==> config.mk <==
export PLATFORM = sky130hd
export DESIGN_NAME = wb_arbiter
export DESIGN_NICKNAME = d
export VERILOG_FILES = /design/src/rtl/wb_arb_pkg.sv /design/src/rtl/wb_src_fifo.sv /design/src/rtl/wb_arbiter.sv
export SDC_FILE = /design/constraint.sdc
export NUM_CORES = 1
export LEC_CHECK = 0
export CORE_MARGIN = 2
export CORE_UTILIZATION = 30
export CTS_BUF_LIST = sky130_fd_sc_hd__clkbuf_2
export DETAILED_ROUTE_END_ITERATION = 8
export PLACE_DENSITY = 0.47
export SLEW_MARGIN = 20
export SYNTH_ARGS = -nofsm -noshare
export SYNTH_HDL_FRONTEND = slang
export SYNTH_SLANG_ARGS = --single-unit
==> constraint.sdc <==
create_clock -name clk -period 6.9 [get_ports clk]
set_input_delay 1.38 -clock clk [delete_from_list [all_inputs] [get_ports clk]]
set_output_delay 1.38 -clock clk [all_outputs]
set_load 0.03 [all_outputs]
==> src/rtl/wb_arb_pkg.sv <==
// wb_arb_pkg: shared widths, bus field positions and the queued writeback entry type.
package wb_arb_pkg;
  localparam int NUM_SRC   = 3;
  localparam int WB_DEPTH  = 2;
  localparam int WB_DATA_W = 32;
  localparam int WB_TAG_W  = 6;
  localparam int WB_PC_W   = 12;
  localparam int BUS_WIDTH = 1 + WB_PC_W + WB_DATA_W + 2 * WB_TAG_W;
  localparam int BUS_ROB   = 0;
  localparam int BUS_RD    = BUS_ROB + WB_TAG_W;
  localparam int BUS_RES   = BUS_RD + WB_TAG_W;
  localparam int BUS_PC    = BUS_RES + WB_DATA_W;
  localparam int BUS_VALID = BUS_PC + WB_PC_W;
  typedef struct packed {
    logic                 mem;
    logic [WB_PC_W-1:0]   pc;
    logic [WB_DATA_W-1:0] res;
    logic [WB_TAG_W-1:0]  rd;
    logic [WB_TAG_W-1:0]  rob;
  } wb_entry_t;
  function automatic logic [1:0] rr_add(input logic [1:0] p, input int k);
    return 2'((int'(p) + k) % NUM_SRC);
  endfunction
endpackage

==> src/rtl/wb_src_fifo.sv <==
// wb_src_fifo: DEPTH-entry circular queue of writeback entries with synchronous flush.
module wb_src_fifo
  import wb_arb_pkg::*;
#(
  parameter int  DEPTH = WB_DEPTH,
  localparam int CW    = $clog2(DEPTH + 1),
  localparam int PW    = (DEPTH > 1) ? $clog2(DEPTH) : 1
) (
  input  logic          clk,
  input  logic          rst,
  input  logic          i_flush,
  input  logic          i_push,
  input  wb_entry_t     i_data,
  input  logic          i_pop,
  output wb_entry_t     o_head,
  output logic [CW-1:0] o_count,
  output logic          o_ready
);
  wb_entry_t     r_mem [DEPTH];
  logic [PW-1:0] r_wp, r_rp;
  logic [CW-1:0] r_count;
  logic          w_push, w_pop;
  // Ready comes only from the registered count: a full queue refuses input even while popping.
  assign o_ready = r_count < CW'(DEPTH);
  assign o_count = r_count;
  assign o_head  = r_mem[r_rp];
  assign w_push  = i_push & o_ready & ~i_flush;
  assign w_pop   = i_pop & (r_count != '0) & ~i_flush;
  always_ff @(posedge clk or posedge rst)
    if (rst) begin
      r_wp    <= '0;
      r_rp    <= '0;
      r_count <= '0;
    end else if (i_flush) begin
      r_wp    <= '0;
      r_rp    <= '0;
      r_count <= '0;
    end else begin
      r_wp    <= w_push ? (r_wp == PW'(DEPTH - 1) ? '0 : r_wp + 1'b1) : r_wp;
      r_rp    <= w_pop ? (r_rp == PW'(DEPTH - 1) ? '0 : r_rp + 1'b1) : r_rp;
      r_count <= r_count + CW'(w_push) - CW'(w_pop);
    end
  always_ff @(posedge clk)
    if (w_push) r_mem[r_wp] <= i_data;
endmodule

==> src/rtl/wb_arbiter.sv <==
// wb_arbiter: per-ALU writeback queues feeding two round-robin result buses and one LSQ port.
module wb_arbiter
  import wb_arb_pkg::*;
#(
  parameter int  DEPTH  = WB_DEPTH,
  parameter int  DATA_W = WB_DATA_W,
  parameter int  TAG_W  = WB_TAG_W,
  parameter int  PC_W   = WB_PC_W,
  localparam int CW     = $clog2(DEPTH + 1)
) (
  input  logic                      clk,
  input  logic                      rst,
  input  logic                      flush,
  input  logic [NUM_SRC-1:0]        src_valid,
  input  logic [NUM_SRC-1:0]        src_mem,
  input  logic [NUM_SRC*DATA_W-1:0] src_res,
  input  logic [NUM_SRC*TAG_W-1:0]  src_rd,
  input  logic [NUM_SRC*TAG_W-1:0]  src_rob,
  input  logic [NUM_SRC*PC_W-1:0]   src_pc,
  output logic [NUM_SRC-1:0]        src_ready,
  output logic [BUS_WIDTH-1:0]      bus0,
  output logic [BUS_WIDTH-1:0]      bus1,
  input  logic                      mem_ready,
  output logic                      mem_valid,
  output logic [DATA_W-1:0]         mem_res,
  output logic [TAG_W-1:0]          mem_rob
);
  wb_entry_t            w_head  [NUM_SRC];
  logic [CW-1:0]        w_count [NUM_SRC];
  logic [1:0]           w_scan  [NUM_SRC];
  logic [NUM_SRC-1:0]   w_pop;
  logic [1:0]           r_rr, w_rr_nxt, w_b0_s, w_b1_s, w_m_s;
  logic                 w_b0_v, w_b1_v, w_m_v, w_m_seen;
  logic [BUS_WIDTH-1:0] w_bus0, w_bus1;
  for (genvar g = 0; g < NUM_SRC; g++) begin : g_src
    wb_entry_t w_in;
    assign w_in = '{mem: src_mem[g], pc: src_pc[g*PC_W +: PC_W], res: src_res[g*DATA_W +: DATA_W],
                    rd: src_rd[g*TAG_W +: TAG_W], rob: src_rob[g*TAG_W +: TAG_W]};
    assign w_scan[g] = rr_add(r_rr, g);
    wb_src_fifo #(.DEPTH(DEPTH)) u_fifo (
      .clk     (clk),
      .rst     (rst),
      .i_flush (flush),
      .i_push  (src_valid[g]),
      .i_data  (w_in),
      .i_pop   (w_pop[g]),
      .o_head  (w_head[g]),
      .o_count (w_count[g]),
      .o_ready (src_ready[g])
    );
  end
  // Only the first mem head in scan order may go to the LSQ, and only when it is ready.
  always_comb begin
    w_b0_v   = 1'b0;
    w_b1_v   = 1'b0;
    w_m_v    = 1'b0;
    w_m_seen = 1'b0;
    w_b0_s   = '0;
    w_b1_s   = '0;
    w_m_s    = '0;
    for (int k = 0; k < NUM_SRC; k++)
      if (w_count[w_scan[k]] != '0) begin
        if (w_head[w_scan[k]].mem) begin
          if (!w_m_seen) begin
            w_m_seen = 1'b1;
            w_m_v    = mem_ready;
            w_m_s    = w_scan[k];
          end
        end else if (!w_b0_v) begin
          w_b0_v = 1'b1;
          w_b0_s = w_scan[k];
        end else if (!w_b1_v) begin
          w_b1_v = 1'b1;
          w_b1_s = w_scan[k];
        end
      end
  end
  assign w_pop    = (NUM_SRC'(w_b0_v) << w_b0_s) | (NUM_SRC'(w_b1_v) << w_b1_s) | (NUM_SRC'(w_m_v) << w_m_s);
  assign w_rr_nxt = w_b1_v ? rr_add(w_b1_s, 1) : w_b0_v ? rr_add(w_b0_s, 1) : r_rr;
  assign w_bus0   = w_b0_v ? {1'b1, w_head[w_b0_s].pc, w_head[w_b0_s].res, w_head[w_b0_s].rd, w_head[w_b0_s].rob} : '0;
  assign w_bus1   = w_b1_v ? {1'b1, w_head[w_b1_s].pc, w_head[w_b1_s].res, w_head[w_b1_s].rd, w_head[w_b1_s].rob} : '0;
  always_ff @(posedge clk or posedge rst)
    if (rst) begin
      r_rr      <= '0;
      bus0      <= '0;
      bus1      <= '0;
      mem_valid <= 1'b0;
      mem_res   <= '0;
      mem_rob   <= '0;
    end else begin
      r_rr      <= flush ? '0 : w_rr_nxt;
      bus0      <= flush ? '0 : w_bus0;
      bus1      <= flush ? '0 : w_bus1;
      mem_valid <= w_m_v & ~flush;
      mem_res   <= (w_m_v && !flush) ? w_head[w_m_s].res : '0;
      mem_rob   <= (w_m_v && !flush) ? w_head[w_m_s].rob : '0;
    end
  // Presenting a result to a full queue drops it; flag the producer's mistake.
  a_no_drop: assert property (@(posedge clk) disable iff (rst || flush) (src_valid & ~src_ready) == '0);
endmodule

# ---- Yosys cells after proc, flatten, opt, wreduce, memory -nomap -nowiden
# Memories as Yosys holds them, arrays and structs flattened.
# Index checks and enable logic that the tools add are counted.
# W data, S select, Z words.
dict set report totals {
  out_inout_bits 156
  memories 3
  rom_bits 0
  input_bits 178
  latch_bits 0
  register_bits 167
  word_cells 198
  ramBits 342
}
dict set report op_classes {
  order_cmp 9
  n_eq_ne 0
  muxes 110
  div 5
  n_addsub 16
  shifts 3
  bitwise_logic 22
  reduce_logical 15
  multipliers 0
}
# name depth width read_ports rd_clocked_by_memory_dff wr line
set mem_list {}
lappend mem_list {{g_src[0].u_fifo.r_mem} 2 57 1 0 1 wb_src_fifo.sv:19} ;# wb_entry_t r_mem [DEPTH];
lappend mem_list {{g_src[1].u_fifo.r_mem} 2 57 1 0 1 wb_src_fifo.sv:19}
lappend mem_list {{g_src[2].u_fifo.r_mem} 2 57 1 0 1 wb_src_fifo.sv:19}
# cell n
set op_table {}
lappend op_table {{$bmux W57 S2} 6}
lappend op_table {{$mux W57} 10}
lappend op_table {{$mux W56} 4}
lappend op_table {{$mod A32 B3 Y32 const B} 4}
lappend op_table {{$mux W44} 2}
lappend op_table {{$mux W2} 35}
lappend op_table {{$mux W1} 48}
lappend op_table {{$mod A3 B3 Y32 const B} 1}
lappend op_table {{$mux W32} 1}
lappend op_table {{$reduce_bool A2 Y1} 12}
lappend op_table {{$ge A3 B3 Y1 const B} 6}
lappend op_table {{$not A2 Y3} 6}
lappend op_table {{$and A1 B1 Y1} 13}
lappend op_table {{$bmux W2 S2} 3}
lappend op_table {{$add A2 B1 Y3 const B} 3}
lappend op_table {{$shl A1 B2 Y3} 3}
lappend op_table {{$add A1 B1 Y1 const B} 6}
lappend op_table {{$add A2 B1 Y2} 3}
lappend op_table {{$lt A2 B2 Y1 const B} 3}
lappend op_table {{$mux W6} 1}
lappend op_table {{$or A3 B3 Y3} 2}
lappend op_table {{$sub A2 B1 Y2} 3}
lappend op_table {{$add A2 B2 Y3 const B} 1}
lappend op_table {{$reduce_bool A3 Y1} 1}
lappend op_table {{3 further kinds} 3}

# ---- Depth between registers and ports, before layout
# Gate-level depths: netlist (run 1).
dict set report depth {
  word_depth 21
  ltp_mapped 18
  mapped_depth_nobuf 15
}

# ---- By module
# Synthesis (run 1) repeated with hierarchy kept, for this count alone.
dict set report hier_totals {
  hier_cells 1338
  hier_area_um2 21673.3
}
# mod area_per_inst_um2 instances seq_area_each_um2 cells_per_inst
set modules_own_cells {}
lappend modules_own_cells {wb_src_fifo 4433.0 3 3523.4 203}
lappend modules_own_cells {wb_arbiter 8374.3 1 3878.7 729}

# ---- Least setup slack after synthesis (run 1)
# Ideal clock, no wire load.
dict set report synth_timing {
  kind {input to register}
  startpoint {input port flush}
  endpoint {memory g_src[0].u_fifo.r_mem[0][0] (netlist name) (enable)}
  required_ns 6.421
  setup_time_ns 0.479
  n_path_buf 1
  setup_slack_ns 2.114
  cell_stages 3
  arrival_time_ns 4.307
  path_cell_list {clkbuf_1 nor2b_1 nor2b_1}
}
dict set report synth_between {
  elab_chain_len 4
}
# element line
set synth_lines {}
lappend synth_lines {{start: declaration} wb_arbiter.sv:13} ;# input logic flush,
lappend synth_lines {{$not A1 Y1} wb_src_fifo.sv:27} ;# assign w_push = i_push & o_ready & ~i_flush;
lappend synth_lines {{$and A1 B1 Y1} wb_src_fifo.sv:27}
lappend synth_lines {{$mux W1} wb_src_fifo.sv:44} ;# if (w_push) r_mem[r_wp] <= i_data;
lappend synth_lines {{$mux W1 (implied by the code)} wb_src_fifo.sv:44}
lappend synth_lines {{end: declaration} wb_src_fifo.sv:19}
# No other way between the ends.

# ---- Worst setup path after layout (run 1)
dict set report layout_timing {
  startpoint {register g_src[2].u_fifo.r_rp}
  endpoint {register g_src[2].u_fifo.r_count[1]}
}
dict set report layout_between {
  elab_chain_len 20
  elab_cells_between_ends 66
  classes_between {1 x add/sub; 3 x shift; 57 x mux; 4 x bitwise; 1 x memory}
}
# element line
set layout_lines {}
lappend layout_lines {{start: declaration} wb_src_fifo.sv:20} ;# logic [PW-1:0] r_wp, r_rp;
lappend layout_lines {{start signal: assignment} wb_src_fifo.sv:40} ;# r_rp <= w_pop ? (r_rp == PW'(DEPTH - 1) ? '0 : r_rp + 1'b1) : r_rp;
lappend layout_lines {{$mem_v2 Z2 W57 (*)} -}
lappend layout_lines {{$bmux W57 S2} wb_arbiter.sv:63} ;# if (w_head[w_scan[k]].mem) begin
lappend layout_lines {{$mux W57 (implied by the code) (2 in series)} wb_arbiter.sv:63}
lappend layout_lines {{$mux W1} wb_arbiter.sv:63}
lappend layout_lines {{$mux W1} wb_arbiter.sv:62} ;# if (w_count[w_scan[k]] != '0) begin
lappend layout_lines {{$mux W2 / $mux W1 (equally long branches)} wb_arbiter.sv:69} ;# end else if (!w_b0_v) begin
lappend layout_lines {{$mux W2 / $mux W1 (equally long branches)} wb_arbiter.sv:63}
lappend layout_lines {{$mux W2 / $mux W1 (equally long branches)} wb_arbiter.sv:62}
lappend layout_lines {{[2 not listed]} -}
lappend layout_lines {{$mux W2} wb_arbiter.sv:63}
lappend layout_lines {{$mux W2} wb_arbiter.sv:62}
lappend layout_lines {{$shl A1 B2 Y3} wb_arbiter.sv:78} ;# assign w_pop = (NUM_SRC'(w_b0_v) << w_b0_s) | (NUM_SRC'(w_b1_v) << w_b1_s) | (NUM_SRC'(w_m_v) << w_m_s);
lappend layout_lines {{$or A3 B3 Y3} wb_arbiter.sv:78}
lappend layout_lines {{$or A3 B3 Y3 (*)} wb_arbiter.sv:78}
lappend layout_lines {{$and A1 B1 Y1 (*) (2 in series)} wb_src_fifo.sv:28} ;# assign w_pop = i_pop & (r_count != '0) & ~i_flush;
lappend layout_lines {{$sub A2 B1 Y2 (*)} wb_src_fifo.sv:41} ;# r_count <= r_count + CW'(w_push) - CW'(w_pop);
lappend layout_lines {{$mux W2 (*)} wb_src_fifo.sv:34} ;# end else if (i_flush) begin
lappend layout_lines {{end signal: assignment} wb_src_fifo.sv:41}
lappend layout_lines {{end: declaration} wb_src_fifo.sv:21} ;# logic [CW-1:0] r_count;
# Every way passes the cells marked *; elsewhere a longest branch is shown, timed or not. The select of a mux whose other input is x is not followed.
# A chain may end at the register's enable or synchronous reset.

==> impl_metrics.toml, run 1 <==
[status]
outcome = "completed"

[grt]
first_global_vias = 14561
grt_pass1_wl_mm = 94.8
grt_usage_pct = 17.7
grt_max_degree = 77
antenna_found_initial = 9
grt_overflow = 0

[cells_and_area]
finalNonFillerCells = 2889
fin_nets = 2006
syn_to_final_growth_pct = 26.0
layout-drive-gt1-share_pct = 25.2
final_common_cell = "edfxtp_1"
fillers = 6827
finish.utilization_pct = 38.0
layout_common_cells = "342 x edfxtp_1, 333 x clkdlybuf4s50_1, 214 x clkbuf_2"

[drt]
first_pass_iters = 5
vias = 13764
drt_iter0_markers = 832
drtAntennaViolNets = 0
vias_per_cell = 4.76
totalWireLength_mm = 65.5
wl_per_cell_um = 22.7
drc = 0

[floorplan]
initial_utilization_pct = 30.2
die_h_um = 272
die_w_um = 272
die_area_um2 = 73800
io-pin-count = 334
coreArea_um2 = 71200
rows = 98

[timing]
finalSetupTns_ns = 0
hold_ws_ns = 0.444
setup_viol = 0
fmax_mhz = 216
timing.slew.headroom_pct = 29.2
worst-slew-pin-transition_ns = 1.06
clock-skew-final_ns = 0.120
maxSlewViolCount = 0
hold_viol = 0
period_share_pct = 67.2
min_period_ns = 4.64
final_critical_path_setup_slack_ns = 2.26
grt_setup_unrepaired = "false"

[setup_path]
worst-r2r-setup-slack_ns = 2.26
ff2ff_path_depth = 13
endpoint_kind = "flip-flop"
r2r_end = "g_src[2].u_fifo.o_count[1]"
cp.required_ns = 8.02
crit_type = "flip-flop to flip-flop"
crit_path_start_kind = "flip-flop"
cp_max_fo = 60
cp.arrival_ns = 5.76
rr_startpoint = "g_src[2].u_fifo.r_rp"

[synth]
yosys_warnings = 0
synthArstFlopShare_pct = 32.8
synthesis.nets = 1616
synthCells = 1428
synthFlopType = "edfxtp_1"
ys_seq_elements = 509
ys_types = 66
post_synth.cell_area_avg_um2 = 15.0
synth_edf_count = 342
syn-cell-area_um2 = 21500
ys_seq_area_share_pct = 67.3

[clocking]
cts.path.max_buffers = 3
numCtsBuffers = 138
cts_resized = 0
cts-root-buf = "clkbuf_2"
clock_sink_count = 509
post-cts-setup-buffer-count = 0
cts_tree = "built"
hold_buffers = 0
clkLatencyLatePin_ns = 1.34
clkTransAtPathRegs_ns = 0.11
htree_num_levels = 4

[placed_design]
pre_cts_slack_ns = 2.28
dp.cells = 2628
dp_hpwl_mm = 40.2
gp_routability_congestion = 0.839
io_buffers = 333

[power]
leakagePower_nw = 9.96
power_density_nw_per_um2 = 384
irDropWorstVdd_v = 0.000252

[flow_run]
maxCapViolations = 0

[hold_path]
hp-class = "primary input to async pin"
per-stage QoR:
stage | total power, W | instance area (um^2)
floorplan | 0.00678 | 21500
global placement | 0.00816 | 25700
detailed placement | 0.00818 | 25700
CTS | 0.0106 | 27000
global route | 0.0110 | 27100
finish | 0.0104 | 27100
kinds of logic (layout without fill, tap and decap cells):
kind of cell             Yosys count  count (layout)  synth area share [%]
flip-flops                       509             509                  67.3
multiplexers                     302             302                  15.4
AND/OR/NAND/NOR                  267             267                  5.41
AO/OA/AOI/OAI                    214             214                  7.96
buffers and inverters            116             621                  2.96
adder cells (fa/ha/maj)           11              11                 0.635
XOR/XNOR                           9               9                 0.367
other                              0               6                     0
Yosys cell counts, types with 2 or more instances:
cell,n,area (um^2)
nand2b_1,5,31.3
nor3_2,2,20.0
buf_12,2,40.0
o21a_1,2,15.0
a2bb2oi_1,2,17.5
nor2_1,149,559
a22oi_1,39,293
a211oi_2,18,225
ha_1,10,125
a21oi_1,21,105
xnor2_1,9,78.8
nor2b_1,17,106
a211oi_1,71,533
buf_4,12,90.1
nand3_1,14,70.1
o22ai_1,8,50.1
nand3b_1,3,22.5
nand2_1,60,225
o211ai_1,20,150
mux2_2,177,1990
mux2i_1,106,1060
edfxtp_1,342,10300
o2bb2ai_1,2,17.5
dfrtp_1,167,4180
mux2_4,7,105
buf_8,2,30.0
buf_2,27,135
inv_2,2,7.51
mux2_1,10,113
inv_1,14,52.6
and2_1,5,31.3
or3_1,4,25.0
o21ai_0,12,60.1
buf_6,9,101
buf_1,6,22.5
clkbuf_1,42,158
state kept, by name (all words and copies together) (netlist names):
signal and count:
mem_rob 6, g_src.u_fifo.o_count 6, g_src.u_fifo.r_mem 342, bus0 57
mem_res 32, bus1 57, g_src.u_fifo.r_wp 3, mem_valid 1
r_rr 2, g_src.u_fifo.r_rp 3
layout make-up:
| cell class | count | area [um^2] | area share (%) |
|---|---|---|---|
| clock inverter | 41 | 299 | 1.10 |
| antenna | 6 | 15.0 | 0.0555 |
| inverter | 16 | 67.6 | 0.250 |
| timing repair buffer | 350 | 3490 | 12.9 |
| tap | 950 | 1190 | 4.39 |
| sequential | 509 | 14500 | 53.4 |
| clock buffer | 214 | 1070 | 3.96 |
| multi-input combinational | 803 | 6470 | 23.9 |
routing by layer:
layer  part of all wire (%)  GRT usage, %
met3                    6.5          5.49
met5                  0.070             0
met4                    2.1          5.94
met2                     48          28.7
met1                     43          22.5
worst max-delay path, stage by stage, from the launching register on:
cell      delay (ns)
dfrtp_4         1.00
mux2_4          0.39
a22oi_2         0.21
o211ai_2        0.33
a221o_1         0.47
nand2_4         0.68
o221a_2         0.33
nor2_1          0.05
ha_1            0.28
inv_1           0.04
ha_1            0.19
xnor2_1         0.16
xnor2_1         0.14
nor2_1          0.05
how the worst max path moves through the flow:
stage	start	endpoint	slack (ns)	depth (start not counted)
after global placement	g_src[2].u_fifo.r_rp	g_src[2].u_fifo.o_count[1]	2.28	13
after CTS	g_src[2].u_fifo.r_rp	g_src[2].u_fifo.o_count[1]	2.24	13
after global routing	g_src[2].u_fifo.r_rp	bus1[48]	1.91	8
after floorplan	rst	bus0[0]	1.00	1
after detailed placement	g_src[2].u_fifo.r_rp	g_src[2].u_fifo.o_count[1]	2.28	13
final	g_src[2].u_fifo.r_rp	g_src[2].u_fifo.o_count[1]	2.26	13
report_power, final:
part	internal [W]	switching, W
sequential	0.00373	0.000233
clock	0.000983	0.00132
combinational	0.00156	0.00256
(Power assumes the default switching activity.)
==> run 2: changes to the inputs <==
--- a/config.mk
+++ b/config.mk
@@ -9,7 +9,7 @@
 export CORE_UTILIZATION = 30
 export CTS_BUF_LIST = sky130_fd_sc_hd__clkbuf_2
 export DETAILED_ROUTE_END_ITERATION = 8
-export PLACE_DENSITY = 0.47
+export PLACE_DENSITY = 0.48
 export SLEW_MARGIN = 20
 export SYNTH_ARGS = -nofsm -noshare
 export SYNTH_HDL_FRONTEND = slang
==> constraint.sdc (replaced) <==
create_clock -name clk -period 3.85 [get_ports clk]
set_input_delay 0.77 -clock clk [delete_from_list [all_inputs] [get_ports clk]]
set_output_delay 0.77 -clock clk [all_outputs]
set_load 0.03 [all_outputs]
==> impl_metrics.toml, run 2 (synthesis gave the netlist of run 1 again) <==
[timing]
setup_viol = 0
clock-skew-final_ns = 0.123
hold_viol = 0
timing.slew.headroom_pct = 32.8
min_period_ns = 3.65
worst-slew-pin-transition_ns = 1.01
grt_setup_unrepaired = "false"
period_share_pct = 94.9
finalSetupTns_ns = 0
fmax_mhz = 274
maxSlewViolCount = 0

[clocking]
cts.path.max_buffers = 3
cts-root-buf = "clkbuf_2"
clkTransAtPathRegs_ns = 0.10
numCtsBuffers = 140
cts_tree = "built"
clock_sink_count = 509
clkLatencyLatePin_ns = 1.30
htree_num_levels = 4
post-cts-setup-buffer-count = 0

[cells_and_area]
layout-drive-gt1-share_pct = 24.6
finish.utilization_pct = 40.7
fillers = 6685
syn_to_final_growth_pct = 35.0
reg_top3 = "g_src.u_fifo.r_mem: 342 flops, bus0: 57 flops, bus1: 57 flops"
fin_nets = 2202
final_area_um2 = 29000
final_common_cell = "edfxtp_1"
top_register = "g_src.u_fifo.r_mem"
largest_reg_flops = 342
layout_common_cells = "342 x edfxtp_1, 333 x clkdlybuf4s50_1, 219 x clkbuf_2"

[power]
p_int_w = 0.0114
leakagePower_nw = 10.8
clockPowerShare_pct = 21.0
power.switching_w = 0.00750
p_sw_share_pct = 39.6
power_density_nw_per_um2 = 652
pwr-share-comb_pct = 42.2
p_seq_share_pct = 36.8
p_total_w = 0.0189
irDropWorstVdd_v = 0.000621

[setup_path]
worstSetupStartpoint = "r_rr[1]"
cp.required_ns = 4.94
endpoint_kind = "flip-flop"
cp_max_fo = 10
crit_path_start_kind = "flip-flop"
crit_type = "flip-flop to flip-flop"
rr_startpoint = "r_rr[1]"
cp.arrival_ns = 4.75

[floorplan]
die_area_um2 = 73800
initial_utilization_pct = 30.2
die_w_um = 272
die_h_um = 272
coreArea_um2 = 71200
io-pin-count = 334
rows = 98

[drt]
wl_per_cell_um = 21.9
vias_per_cell = 4.71
totalWireLength_mm = 67.6
drt_iter0_markers = 836
first_pass_iters = 5
drc = 0
drtAntennaViolNets = 0
route.met2.wl_mm = 32.5
wl_met1_mm = 29.5
dr_wl_met3_mm = 4.15
top_layer_used = "met5"
vias = 14541

[placed_design]
placed_area_um2 = 26000
gp_routability_congestion = 0.824
io_buffers = 333
dp_hpwl_mm = 40.5

[grt]
grt_overflow = 0
grt_max_degree = 107
antenna_found_initial = 7
grt_usage_pct = 18.3
first_global_vias = 15383
grt_pass1_wl_mm = 99.0

[status]
outcome = "completed"

[hold_path]
hp-start = "src_pc[23]"
hp-class = "primary input to flip-flop"

[flow_run]
maxCapViolations = 0
-- run 2: cell count changes in the layout (fill, tap and decap cells not counted), moves of 3 or more --
cell           before  now
dlygate4sd3_1       0  168
inv_2               3    6
buf_4              15   34
buf_12              2    9
clkinv_1           25   20
clkbuf_2          214  219
diode_2             6    9
-- run 2: through the flow --
step                      instances  hold WS (ns)  setup WS (ns)
after floorplan                1428         0.541          0.450
after global placement         2654         0.602          0.260
after detailed placement       2654         0.622          0.196
after CTS                      3078        0.0111          0.133
after global routing           3086      -0.00810        0.00367
final                          3087         0.204          0.197
-- run 2: cell type report --
type / instances / area (um^2) / area share, %
diodes: 9 / 22.5 / 0.0776
clock buffers: 219 / 1100 / 3.78
clock inverters: 37 / 230 / 0.794
inverters: 16 / 63.8 / 0.220
multi-input cells: 803 / 6490 / 22.4
flip-flops and latches: 509 / 14500 / 49.9
well taps: 950 / 1190 / 4.10
repair buffers: 544 / 5450 / 18.8
-- run 2: power by group through the flow --
stage | logic, W | registers [W] | clock network, W
floorplan | 0.00439 | 0.00776 | 0
detailed placement | 0.00785 | 0.00709 | 0
finish | 0.00798 | 0.00697 | 0.00398
global placement | 0.00780 | 0.00709 | 0
CTS | 0.00805 | 0.00698 | 0.00419
global route | 0.00852 | 0.00703 | 0.00449
-- run 2: worst paths after layout --
check / endpoint / slack (ns) / cells after the start
setup / recovery: g_src[2].u_fifo.o_count[1] / 0.20 / 15
hold reg to reg: g_src[0].u_fifo.r_wp / 0.63 / 2
max in group asynchronous: mem_rob[4] / 2.46 / 4
hold / removal: g_src[1].u_fifo.r_mem[0][55] / 0.20 / 1
min in group asynchronous: g_src[2].u_fifo.o_count[0] / 0.37 / 3
setup reg to reg: g_src[2].u_fifo.o_count[1] / 0.20 / 15
-- run 2: worst max-delay path, cell delays in order (launching register included) --
cell     delay, ns
dfrtp_1       0.39
inv_1         0.10
ha_1          0.39
nor3_2        0.15
o32ai_4       0.38
o211a_1       0.41
a221o_1       0.32
nand2_4       0.07
o221a_2       0.30
nor2_1        0.10
ha_1          0.24
inv_1         0.07
ha_1          0.15
xnor2_1       0.15
xnor2_1       0.15
nor2_1        0.06
-- run 2: layer usage --
layer	vias to the layer above	track usage, %
met3	110	4.70
met2	495	30.1
li1	6616	-
met5	-	0
met1	7314	23.6
met4	6	6.09
-- run 2: timing repair --
action / in CTS / in global routing
endpoints found under the setup margin: 0 / 2
resized for setup: 0 / 4
hold buffers: 168 / 0
hold endpoints to repair: 342 / 0
